$ cat src/rtl/dm_cache_controller_if.sv
// rtl/dm_cache_controller_if.sv - CPU, cache and memory signal bundle for dm_cache_controller
// slave is the controller's view; master is the environment (CPU, cache array, memory).
interface dm_cache_controller_if #(
  parameter int DATA_WIDTH = 32
);
  logic                  cpu_req;
  logic                  cpu_we;
  logic [DATA_WIDTH-1:0] cpu_addr;
  logic [DATA_WIDTH-1:0] cpu_wdata;
  logic [DATA_WIDTH-1:0] cpu_rdata;
  logic                  stall;
  logic [DATA_WIDTH-1:0] cache_addr;
  logic [DATA_WIDTH-1:0] cache_wdata;
  logic                  cache_we;
  logic                  cache_hit;
  logic [DATA_WIDTH-1:0] cache_rdata;
  logic                  mem_req;
  logic                  mem_we;
  logic [DATA_WIDTH-1:0] mem_addr;
  logic [DATA_WIDTH-1:0] mem_wdata;
  logic [DATA_WIDTH-1:0] mem_rdata;
  logic                  mem_ready;

  modport slave (
    input  cpu_req, cpu_we, cpu_addr, cpu_wdata, cache_hit, cache_rdata, mem_rdata, mem_ready,
    output cpu_rdata, stall, cache_addr, cache_wdata, cache_we, mem_req, mem_we, mem_addr, mem_wdata
  );

  modport master (
    output cpu_req, cpu_we, cpu_addr, cpu_wdata, cache_hit, cache_rdata, mem_rdata, mem_ready,
    input  cpu_rdata, stall, cache_addr, cache_wdata, cache_we, mem_req, mem_we, mem_addr, mem_wdata
  );
endinterface

$ cat src/rtl/dm_cache_controller.sv
// rtl/dm_cache_controller.sv - direct-mapped word cache sequencer with write-through stores
// Read misses fetch from memory and fill; stores go to memory and cache together.
module dm_cache_controller #(
  parameter int DATA_WIDTH  = 32,
  parameter int COUNT_WIDTH = 16
) (
  input  logic                   clk,
  input  logic                   rst,
  dm_cache_controller_if.slave   bus,
  output logic [COUNT_WIDTH-1:0] hit_count,
  output logic [COUNT_WIDTH-1:0] miss_count
);

  typedef enum logic [1:0] {IDLE, RMISS, FILL, WTHRU} state_t;

  state_t                state_q, state_d;
  logic [DATA_WIDTH-1:0] addr_q;
  logic [DATA_WIDTH-1:0] data_q;
  logic                  lat_cpu;
  logic                  lat_mem;
  logic                  hit_inc;
  logic                  miss_inc;

  always_ff @(posedge clk) begin
    if (rst) begin
      state_q    <= IDLE;
      addr_q     <= '0;
      data_q     <= '0;
      hit_count  <= '0;
      miss_count <= '0;
    end else begin
      state_q <= state_d;
      if (lat_cpu) begin
        addr_q <= bus.cpu_addr;
        if (bus.cpu_we) data_q <= bus.cpu_wdata;
      end
      if (lat_mem) data_q <= bus.mem_rdata;
      if (hit_inc && hit_count != '1) hit_count <= hit_count + 1'b1;
      if (miss_inc && miss_count != '1) miss_count <= miss_count + 1'b1;
    end
  end

  always_comb begin
    state_d         = state_q;
    lat_cpu         = 1'b0;
    lat_mem         = 1'b0;
    hit_inc         = 1'b0;
    miss_inc        = 1'b0;
    bus.cpu_rdata   = '0;
    bus.stall       = 1'b0;
    bus.cache_addr  = addr_q;
    bus.cache_wdata = '0;
    bus.cache_we    = 1'b0;
    bus.mem_req     = 1'b0;
    bus.mem_we      = 1'b0;
    bus.mem_addr    = '0;
    bus.mem_wdata   = '0;

    unique case (state_q)
      IDLE: begin
        bus.cache_addr = bus.cpu_addr;
        if (bus.cpu_req) begin
          if (bus.cpu_we) begin
            bus.stall = 1'b1;
            lat_cpu   = 1'b1;
            state_d   = WTHRU;
          end else if (bus.cache_hit) begin
            bus.cpu_rdata = bus.cache_rdata;
            hit_inc       = 1'b1;
          end else begin
            bus.stall = 1'b1;
            lat_cpu   = 1'b1;
            miss_inc  = 1'b1;
            state_d   = RMISS;
          end
        end
      end
      RMISS: begin
        bus.mem_req  = 1'b1;
        bus.mem_addr = addr_q;
        bus.stall    = 1'b1;
        if (bus.mem_ready) begin
          lat_mem = 1'b1;
          state_d = FILL;
        end
      end
      FILL: begin
        // The CPU takes the word now; the cache copy lands on this edge.
        bus.cache_we    = 1'b1;
        bus.cache_wdata = data_q;
        bus.cpu_rdata   = data_q;
        state_d         = IDLE;
      end
      WTHRU: begin
        bus.mem_req   = 1'b1;
        bus.mem_we    = 1'b1;
        bus.mem_addr  = addr_q;
        bus.mem_wdata = data_q;
        bus.stall     = 1'b1;
        if (bus.mem_ready) begin
          bus.cache_we    = 1'b1;
          bus.cache_wdata = data_q;
          bus.stall       = 1'b0;
          state_d         = IDLE;
        end
      end
      default: state_d = IDLE;
    endcase

    // Reset must silence every strobe immediately, not just from the next edge.
    if (rst) begin
      bus.stall    = 1'b0;
      bus.mem_req  = 1'b0;
      bus.mem_we   = 1'b0;
      bus.cache_we = 1'b0;
    end
  end

endmodule

$ cat src/flat_wrapper.sv
// flat-port wrapper written by rule: the top's interface ports become plain ports
module dm_cache_controller_flat 
#(
  parameter int DATA_WIDTH  = 32,
  parameter int COUNT_WIDTH = 16
)
  (clk, rst, hit_count, miss_count, bus_cpu_req, bus_cpu_we, bus_cpu_addr, bus_cpu_wdata, bus_cache_hit, bus_cache_rdata, bus_mem_rdata, bus_mem_ready, bus_cpu_rdata, bus_stall, bus_cache_addr, bus_cache_wdata, bus_cache_we, bus_mem_req, bus_mem_we, bus_mem_addr, bus_mem_wdata);
  dm_cache_controller_if #(.DATA_WIDTH(DATA_WIDTH)) bus_i ();
  input  logic clk;
  input  logic rst;
  output logic [COUNT_WIDTH-1:0] hit_count;
  output logic [COUNT_WIDTH-1:0] miss_count;
  input wire logic [$bits(bus_i.cpu_req)-1:0] bus_cpu_req;
  input wire logic [$bits(bus_i.cpu_we)-1:0] bus_cpu_we;
  input wire logic [$bits(bus_i.cpu_addr)-1:0] bus_cpu_addr;
  input wire logic [$bits(bus_i.cpu_wdata)-1:0] bus_cpu_wdata;
  input wire logic [$bits(bus_i.cache_hit)-1:0] bus_cache_hit;
  input wire logic [$bits(bus_i.cache_rdata)-1:0] bus_cache_rdata;
  input wire logic [$bits(bus_i.mem_rdata)-1:0] bus_mem_rdata;
  input wire logic [$bits(bus_i.mem_ready)-1:0] bus_mem_ready;
  output wire logic [$bits(bus_i.cpu_rdata)-1:0] bus_cpu_rdata;
  output wire logic [$bits(bus_i.stall)-1:0] bus_stall;
  output wire logic [$bits(bus_i.cache_addr)-1:0] bus_cache_addr;
  output wire logic [$bits(bus_i.cache_wdata)-1:0] bus_cache_wdata;
  output wire logic [$bits(bus_i.cache_we)-1:0] bus_cache_we;
  output wire logic [$bits(bus_i.mem_req)-1:0] bus_mem_req;
  output wire logic [$bits(bus_i.mem_we)-1:0] bus_mem_we;
  output wire logic [$bits(bus_i.mem_addr)-1:0] bus_mem_addr;
  output wire logic [$bits(bus_i.mem_wdata)-1:0] bus_mem_wdata;
  assign bus_i.cpu_req = bus_cpu_req;
  assign bus_i.cpu_we = bus_cpu_we;
  assign bus_i.cpu_addr = bus_cpu_addr;
  assign bus_i.cpu_wdata = bus_cpu_wdata;
  assign bus_i.cache_hit = bus_cache_hit;
  assign bus_i.cache_rdata = bus_cache_rdata;
  assign bus_i.mem_rdata = bus_mem_rdata;
  assign bus_i.mem_ready = bus_mem_ready;
  assign bus_cpu_rdata = bus_i.cpu_rdata;
  assign bus_stall = bus_i.stall;
  assign bus_cache_addr = bus_i.cache_addr;
  assign bus_cache_wdata = bus_i.cache_wdata;
  assign bus_cache_we = bus_i.cache_we;
  assign bus_mem_req = bus_i.mem_req;
  assign bus_mem_we = bus_i.mem_we;
  assign bus_mem_addr = bus_i.mem_addr;
  assign bus_mem_wdata = bus_i.mem_wdata;
  dm_cache_controller #(.DATA_WIDTH(DATA_WIDTH), .COUNT_WIDTH(COUNT_WIDTH)) u_core (.clk(clk), .rst(rst), .bus(bus_i), .hit_count(hit_count), .miss_count(miss_count));
endmodule
$ cat config.mk
export PLATFORM = sky130hd
export DESIGN_NAME = dm_cache_controller_flat
export DESIGN_NICKNAME = d
export VERILOG_FILES = /design/src/rtl/dm_cache_controller_if.sv /design/src/rtl/dm_cache_controller.sv /design/src/flat_wrapper.sv
export SDC_FILE = /design/constraint.sdc
export NUM_CORES = 1
export LEC_CHECK = 0
export ABC_AREA = 1
export CORE_AREA = 10 10 121 123
export CTS_CLUSTER_DIAMETER = 150
export DETAILED_ROUTE_END_ITERATION = 8
export DIE_AREA = 0 0 131 133
export DONT_BUFFER_PORTS = 1
export GPL_TIMING_DRIVEN = 0
export PLACE_DENSITY_LB_ADDON = 0.12
export SKIP_LAST_GASP = 1
export SYNTH_ARGS = -nofsm -noshare
export SYNTH_HDL_FRONTEND = slang
export SYNTH_SLANG_ARGS = --single-unit
export TNS_END_PERCENT = 30
$ cat constraint.sdc
create_clock -name clk -period 3.2 [get_ports clk]
set_input_delay 0.32 -clock clk [delete_from_list [all_inputs] [get_ports clk]]
set_output_delay 0.32 -clock clk [all_outputs]
set_load 0.03 [all_outputs]
==> results of run 1 <==
## state kept, by name (all words and copies together) (netlist names)
| register | count |
|---|---|
| u_core.addr_q | 32 |
| u_core.miss_count | 16 |
| u_core.state_q | 2 |
| u_core.data_q | 32 |
| u_core.hit_count | 16 |
## placed cells by master (no fill, tap or decap), types with 2 or more instances in the layout
master,n
nand2_1,247
nor2_1,138
inv_1,126
dfxtp_1,98
o21ai_0,97
nand3_1,64
a21oi_1,63
o211a_1,32
buf_2,28
clkbuf_1,20
nor3_1,12
clkbuf_16,9
buf_1,6
nor2_2,5
inv_2,2
nor2_4,2
buf_6,2
ha_1,2
clkinv_2,2
## cells by family after synthesis
kind of cell	count (synthesis)	share of synthesized area, %
AO/OA/AOI/OAI	193	19.4
XOR/XNOR	1	0.150
adder cells (fa/ha/maj)	2	0.429
buffers and inverters	184	12.7
flip-flops	98	33.7
AND/OR/NAND/NOR	475	33.6
## worst register-to-register path, cell delays in order (launching register included)
cell and delay, ns:
dfxtp_1 0.62, ha_1 0.25, nand2_1 0.09, nor2_2 0.23, nand4_2 0.27, buf_2 0.28
a21oi_1 0.17, nor2_1 0.06
## power groups by stage
stage | Combinational, µW | Sequential [µW] | Clock (µW)
6_report | 680 | 1360 | 992
5_1_grt | 749 | 1370 | 1060
4_1_cts | 685 | 1360 | 1010
3_5_place_dp | 683 | 1380 | 0
3_3_place_gp | 682 | 1380 | 0
2_1_floorplan | 542 | 1370 | 0
## synthesized netlist by cell type, types with 6 or more instances
cell type / number / share of area [%]
buf_2: 28 / 2.4
nand2_1: 247 / 16
o21ai_0: 97 / 8.3
clkbuf_1: 19 / 1.2
nor2_1: 138 / 8.9
dfxtp_1: 98 / 34
inv_1: 126 / 8.1
a21oi_1: 63 / 5.4
o211a_1: 32 / 5.5
nor3_1: 12 / 1.0
nand3_1: 64 / 5.5
buf_1: 6 / 0.39
## worst max-delay path by stage
stage / cells past startpoint / endpoint / startpoint
after floorplan: 4 / bus_cache_addr[0] / u_core.state_q[1]
after global placement: 4 / bus_cache_addr[0] / u_core.state_q[1]
after detailed placement: 4 / bus_cache_addr[0] / u_core.state_q[1]
after CTS: 4 / bus_cache_addr[0] / u_core.state_q[1]
after global routing: 5 / bus_cpu_rdata[24] / u_core.state_q[0]
final: 4 / bus_cache_addr[0] / u_core.state_q[1]
## final cells by class
cell class	instances	area, µm²	area share [%]
Clock inverter	3	17.5	0.278
Multi-Input combinational cell	671	3120	49.6
Sequential cell	98	1960	31.1
Inverter	128	480	7.62
Tap cell	172	215	3.41
Clock buffer	11	243	3.85
Buffer	56	262	4.15
## layer usage
metal | vias to the layer above | track usage, % | wire [µm]
li1 | 3041 | - | -
met1 | 2792 | 27.1 | 8680
met2 | 288 | 41.1 | 10700
met3 | 24 | 10.2 | 2810
met4 | 0 | 7.17 | 337
met5 | - | 0 | 0
## per-stage QoR
step | instance area [µm²] | worst slack (ns) | utilization [%]
global placement | 6040 | 0.826 | 48.9
CTS | 6300 | 0.454 | 51.0
floorplan | 5830 | 1.31 | -
detailed placement | 6040 | 0.838 | 48.9
global route | 6300 | 0.347 | 51.0
finish | 6300 | 0.517 | 51.0
==> metrics.yaml, run 1 <==
status: "finished clean"
min_to: "u_core.state_q[0]"
timing.rr.start: "u_core.hit_count[0]"
vias: 6145
syn_nets: 1089
firstDrtPassIters: 5
dp_cells: 1125
antenna_found_initial: 0
synth.avg_cell_area_um2: 6.12
worstMarginPinSlew_ns: 1.19
areaGrowthSynthToFinish_pct: 8.16
async_flop_share_pct: 0
min-delay-start: "rst"
cp.arrival_ns: 2.36
drt-wirelength-per-cell_um: 19.8
worstPathRequired_ns: 2.88
ioPinCount: 330
ctsResizeCount: 0
routed_wl_mm: 22.5
clockBufferDepth: 2
fillCellCount: 1328
finalSetupViolations: 0
cts-root-buf: "clkbuf_16"
final_nets: 1100
avgViaCountPerCell: 5.40
track_usage_pct: 24.4
core-area_mm2: 0.0124
reg2reg_slack_ns: 1.12
synth-main-ff-cell: "dfxtp_1"
finalClockSkew_ns: 0.00383
cts_tree: "yes"
grt_pass1_vias: 5708
slowest_stage: "o21ai_0"
p_int_uw: 1990
p_sw_share_pct: 34.3
first_iter_violations: 434
synth-seq-area-share_pct: 33.7
power.switching_uw: 1040
synth_warnings: 0
clkSlewWorstSetupHoldPaths_ns: 0.06
syn_inst: 953
min_path_cells: 1
die_h_um: 133
post_cts_buffers: 0
critPathKind: "flop to primary output"
ys_seq_elements: 98
die_area_mm2: 0.0174
htree_levels: 3
powerDensity_mw_per_mm2: 480
numClockSinks: 98
start_util_pct: 47.1
hold_class: "input pin to flop"
max_slew_margin_pct: 20.0
grt_max_degree: 15
synth_edf_count: 0
port_buffers: 0
end_kind: "primary output"
crit_path_start_kind: "flop"
ir_drop_mv: 0.288
die_w_um: 131
crit_chain: "nor2_4 -> buf_2 -> buf_1 -> o21ai_0"
finalCritPeriodShare_pct: 83.9
rr_endpoint: "u_core.hit_count[14]"
grt_pass1_wl_mm: 33.2
grt-ovfl-total: 0
drv_slew: 0
seq_power_share_pct: 44.8
rsz0062_at_grt: "false"
max_freq_ghz: 0.373
antenna_cells: 0
synth.distinct_cells: 27
hpwl_mm: 18.4
clk_latency_ns: 0.34
row_count: 41
path_buf_inv: 2
hold_buffers: 0
place.gp.congestion: 0.867
hold_violations: 0
ant_nets: 0
clkPwrFrac_pct: 32.8
post-route-drc-count: 0
fin_tns_setup_ns: 0
drive_gt1_share_pct: 6.10
worstPathMaxFanout: 10
reg2reg_depth: 7
slowest_delay_ns: 0.98
numCtsBuffers: 9
fin_cells: 1139
comb_power_share_pct: 22.4
post_synth_instance_area_mm2: 0.00583
maxCapViolCount: 0
power_uw: 3030
cellLeakagePower_uw: 0.00292
fin_crit_ns: 2.68
crit_family: "compound AO/OA/AOI/OAI gates"
hold_slack_ns: 0.0418
Note: power is estimated with default switching activity, not from simulation.
==> inputs of run 2 (changes only) <==
--- a/config.mk
+++ b/config.mk
@@ -6,10 +6,10 @@
 export NUM_CORES = 1
 export LEC_CHECK = 0
 export ABC_AREA = 1
-export CORE_AREA = 10 10 121 123
+export CORE_AREA = 10 10 119 121
 export CTS_CLUSTER_DIAMETER = 150
 export DETAILED_ROUTE_END_ITERATION = 8
-export DIE_AREA = 0 0 131 133
+export DIE_AREA = 0 0 129 131
 export DONT_BUFFER_PORTS = 1
 export GPL_TIMING_DRIVEN = 0
 export PLACE_DENSITY_LB_ADDON = 0.12
==> constraint.sdc (replaced) <==
create_clock -name clk -period 2.5 [get_ports clk]
set_input_delay 0.25 -clock clk [delete_from_list [all_inputs] [get_ports clk]]
set_output_delay 0.25 -clock clk [all_outputs]
set_load 0.03 [all_outputs]
==> run 2 against run 1 <==
The flow now finishes with violations (setup timing); non-clock buffer count grew 1; first-iteration DRC count grew 9.9%; critical endpoint is now bus_cpu_rdata[28]; critical path depth up 1; final area about the same; via count is 0.24% lower; combinational power is 28% higher; die area is 3.0% lower; sequential cell count unchanged; cell count decreased by 2.0%; worst setup slack lost 0.57 ns.
==> metrics.yaml, run 2 (synthesized netlist as in run 1, its figures left out) <==
clkPwrFrac_pct: 34.6
cts-root-buf: "clkbuf_16"
post-route-drc-count: 0
die_area_mm2: 0.0169
max_freq_ghz: 0.391
ant_nets: 0
p_int_uw: 2660
ir_drop_mv: 0.420
largestRegisters: "u_core.addr_q: 32 flops, u_core.data_q: 32 flops"
routed_wl_mm: 22.4
clkSlewWorstSetupHoldPaths_ns: 0.07
finalSetupViolations: 9
dp_cells: 1100
drive_gt1_share_pct: 6.09
clk_latency_ns: 0.35
numClockSinks: 98
ioPinCount: 330
fin_crit_ns: 2.56
seq_power_share_pct: 43.5
most-common-layout-cells: "nand2_1 (247), nor2_1 (138), inv_1 (126), dfxtp_1 (98), o21ai_0 (84)"
hold_violations: 0
maxCapViolCount: 0
row_count: 40
place.gp.congestion: 0.889
p_sw_share_pct: 33.5
layout_setup_ws_ns: -0.0574
worstPathRequired_ns: 2.25
cts_tree: "yes"
grt_pass1_wl_mm: 33.9
power_uw: 3990
comb_power_share_pct: 21.9
antenna_found_initial: 0
hold_class: "input pin to flop"
htree_levels: 3
vias: 6130
power.switching_uw: 1340
drv_slew: 0
worstPathMaxFanout: 10
fin_cells: 1116
crit_path_start_kind: "flop"
track_usage_pct: 25.4
grt_pass1_vias: 5860
clockBufferDepth: 2
antenna_cells: 0
finalCritPeriodShare_pct: 102
avgViaCountPerCell: 5.49
die_h_um: 131
final_nets: 1101
end_kind: "primary output"
finalClockSkew_ns: 0.00593
status: "finished with violations"
grt_max_degree: 15
rsz0062_at_grt: "true"
start_util_pct: 49.3
die_w_um: 129
areaGrowthSynthToFinish_pct: 8.24
max_slew_margin_pct: 26.1
cellLeakagePower_uw: 0.00294
cp.arrival_ns: 2.31
first_iter_violations: 477
firstDrtPassIters: 5
final_util_pct: 53.4
grt-ovfl-total: 0
numCtsBuffers: 9
powerDensity_mw_per_mm2: 633
hpwl_mm: 18.3
worstMarginPinSlew_ns: 1.10
port_buffers: 0
core-area_mm2: 0.0118
critPathKind: "flop to primary output"
violations: "setup timing"
final_common_cell: "nand2_1"
drt-wirelength-per-cell_um: 20.1
[run 2: per-layer routing]
layer | share of wire, % | up-vias | wire length [µm] | GRT usage (%)
li1 | - | 3037 | - | -
met1 | 39 | 2765 | 8750 | 28.8
met2 | 48 | 304 | 10800 | 44.1
met3 | 11 | 24 | 2490 | 8.94
met4 | 1.7 | 0 | 387 | 7.69
met5 | 0 | - | 0 | 0
[run 2: cell type report]
type	instances	area, µm²
Fill cell	1287	5500
Multi-Input combinational cell	671	3120
Sequential cell	98	1960
Inverter	128	480
Buffer	56	262
Clock buffer	12	246
Tap cell	147	184
Clock inverter	3	40.0
Timing Repair Buffer	1	10.0
[run 2: worst paths after layout]
path	startpoint	to	slack, ns	cells after the start
setup / recovery	u_core.state_q[0]	bus_cpu_rdata[28]	-0.06	5
hold / removal	bus_cpu_addr[15]	u_core.addr_q[15]	0.1	2
setup reg to reg	u_core.hit_count[1]	u_core.hit_count[10]	0.40	7
hold reg to reg	u_core.addr_q[15]	u_core.addr_q[15]	0.47	2
[run 2: power by group through the flow]
stage	sequential (µW)	clock [µW]	combinational [µW]
global placement	1770	0	867
CTS	1740	1400	875
detailed placement	1770	0	868
global route	1750	1460	960
finish	1740	1380	873
floorplan	1760	0	694
[run 2: stage by stage]
step                TNS (ns)  instance area (µm²)  hold slack [ns]  worst slack (ns)
global placement           0                 6010            0.325             0.187
floorplan                  0                 5830            0.319             0.685
CTS                   -0.358                 6310           0.0881           -0.0443
global route           -2.80                 6310            0.106            -0.180
detailed placement         0                 6010            0.326             0.207
finish                -0.192                 6310           0.0978           -0.0574
[run 2: critical path: stages (launching register included)]
cell      delay (ns)
dfxtp_1         0.37
inv_1           0.18
nand2_1         0.10
clkbuf_2        0.21
clkbuf_1        0.26
o21ai_0         0.83
[run 2: timing repair]
item                                   4_1_cts  5_1_grt
setup buffers                                0        0
hold buffers                                 1        0
endpoints found under the hold margin        2        0
setup endpoints to repair                   20       47
resized for setup                            6        7
==> inputs of run 3 (changes only) <==
--- a/config.mk
+++ b/config.mk
@@ -13,6 +13,7 @@
 export DONT_BUFFER_PORTS = 1
 export GPL_TIMING_DRIVEN = 0
 export PLACE_DENSITY_LB_ADDON = 0.12
+export SKIP_CTS_REPAIR_TIMING = 1
 export SKIP_LAST_GASP = 1
 export SYNTH_ARGS = -nofsm -noshare
 export SYNTH_HDL_FRONTEND = slang
==> constraint.sdc (replaced) <==
create_clock -name clk -period 2.4 [get_ports clk]
set_input_delay 0.24 -clock clk [delete_from_list [all_inputs] [get_ports clk]]
set_output_delay 0.24 -clock clk [all_outputs]
set_load 0.03 [all_outputs]
==> run 3 against run 2 <==
The flow still finishes with violations (setup timing); wire length hardly changed; clock power is 4% higher; clock skew hardly changed; sequential cell count stayed put; count of clock-buffer cells in the layout stayed put; critical path type unchanged; final area is 0.16% higher; register-to-register slack worse by 0.09 ns; sequential power is 4% higher; die area stayed put.
==> metrics.yaml, run 3 (synthesized netlist as in run 1, its figures left out) <==
worstPathRequired_ns: 2.16
maxCapViolCount: 0
drv_slew: 0
layout_setup_ws_ns: -0.0938
ioPinCount: 330
grt_max_degree: 15
clkPwrFrac_pct: 34.6
hold_violations: 0
fin_crit_ns: 2.49
status: "finished with violations"
vias: 6136
crit_path_start_kind: "flop"
grt_pass1_vias: 5841
max_slew_margin_pct: 25.9
final_common_cell: "nand2_1"
hold_slack_ns: 0.0897
violations: "setup timing"
port_buffers: 0
numClockSinks: 98
comb_power_share_pct: 22.0
firstDrtPassIters: 5
antenna_found_initial: 0
htree_levels: 3
post-route-drc-count: 0
grt_pass1_wl_mm: 33.7
grt-ovfl-total: 0
first_iter_violations: 455
die_h_um: 131
p_int_uw: 2770
place.gp.congestion: 0.889
avgViaCountPerCell: 5.50
largestRegisters: "u_core.addr_q: 32 flops, u_core.data_q: 32 flops"
routed_wl_mm: 22.4
row_count: 40
finalClockSkew_ns: 0.00577
min-delay-start: "bus_cpu_addr[15]"
clk_latency_ns: 0.35
slowest_delay_ns: 0.85
powerDensity_mw_per_mm2: 660
hpwl_mm: 18.3
cts_tree: "yes"
die_area_mm2: 0.0169
critPathKind: "flop to primary output"
worstPathMaxFanout: 10
clockBufferDepth: 2
rsz0062_at_grt: "true"
track_usage_pct: 25.3
start_util_pct: 49.3
end_kind: "primary output"
power_uw: 4170
antenna_cells: 0
final_nets: 1101
seq_power_share_pct: 43.5
die_w_um: 129
drive_gt1_share_pct: 6.50
timing.rr.start: "u_core.hit_count[1]"
drt-wirelength-per-cell_um: 20.1
finalSetupViolations: 20
power.switching_uw: 1400
numCtsBuffers: 9
areaGrowthSynthToFinish_pct: 8.42
finalCritPeriodShare_pct: 104
ir_drop_mv: 0.439
p_sw_share_pct: 33.5
cts-root-buf: "clkbuf_16"
slowest_stage: "o21ai_0"
core-area_mm2: 0.0118
ant_nets: 0
most-common-layout-cells: "nand2_1 (247), nor2_1 (138), inv_1 (126), dfxtp_1 (98), o21ai_0 (72)"
worstSetupStartpoint: "u_core.state_q[1]"
crit_chain: "nor2_4 -> buf_2 -> clkbuf_1 -> o21ai_0"
clkSlewWorstSetupHoldPaths_ns: 0.07
worstMarginPinSlew_ns: 1.10
cp.arrival_ns: 2.25
cellLeakagePower_uw: 0.00294
max_freq_ghz: 0.401
hold_class: "input pin to flop"
run 3: routing by layer:
metal	GRT usage (%)	up-vias	wire [µm]
met5	0	-	0
met4	7.69	0	387
met3	8.90	25	2450
met2	43.9	285	10900
met1	28.7	2785	8750
li1	-	3041	-
run 3: final timing paths:
check             slack (ns)              endpoint  depth (start not counted)
hold / removal          0.09     u_core.addr_q[15]                          2
setup reg to reg        0.31  u_core.hit_count[10]                          7
setup / recovery       -0.09    bus_cache_addr[18]                          4
hold reg to reg         0.47      u_core.addr_q[3]                          2
run 3: area by class of cell:
type                       count  area (µm²)
buffer                        56         264
clock buffer                  12         246
clock inverter                 3        40.0
fill                        1284        5490
inverter                     128         480
multi-input combinational    671        3130
sequential                    98        1960
tap                          147         184
timing repair buffer           1        10.0
run 3: through the flow:
stage	util [%]	instances	instance area (µm²)	TNS [ns]	worst slack, ns
6_report	53.5	1116	6320	-0.951	-0.0938
5_1_grt	53.5	1116	6320	-5.94	-0.196
4_1_cts	53.3	1115	6300	-3.96	-0.269
3_5_place_dp	50.9	1100	6010	0	0.117
3_3_place_gp	50.9	1100	6010	0	0.0967
2_1_floorplan	-	953	5830	0	0.595
run 3: power by group through the flow:
| stage | Sequential, µW | Combinational (µW) | Clock (µW) |
|---|---|---|---|
| 2_1_floorplan | 1830 | 723 | 0 |
| 4_1_cts | 1810 | 907 | 1460 |
| 3_3_place_gp | 1840 | 903 | 0 |
| 5_1_grt | 1820 | 1010 | 1520 |
| 6_report | 1810 | 917 | 1440 |
| 3_5_place_dp | 1850 | 904 | 0 |
run 3: worst max-delay path, delay by kind of cell, from the launching register on:
kind / cells / cell delay [ns]
AOI/OAI and AO/OA: 1 / 0.85
DFF: 1 / 0.52
buffers and inverters: 2 / 0.46
and+or+nand+nor: 1 / 0.08
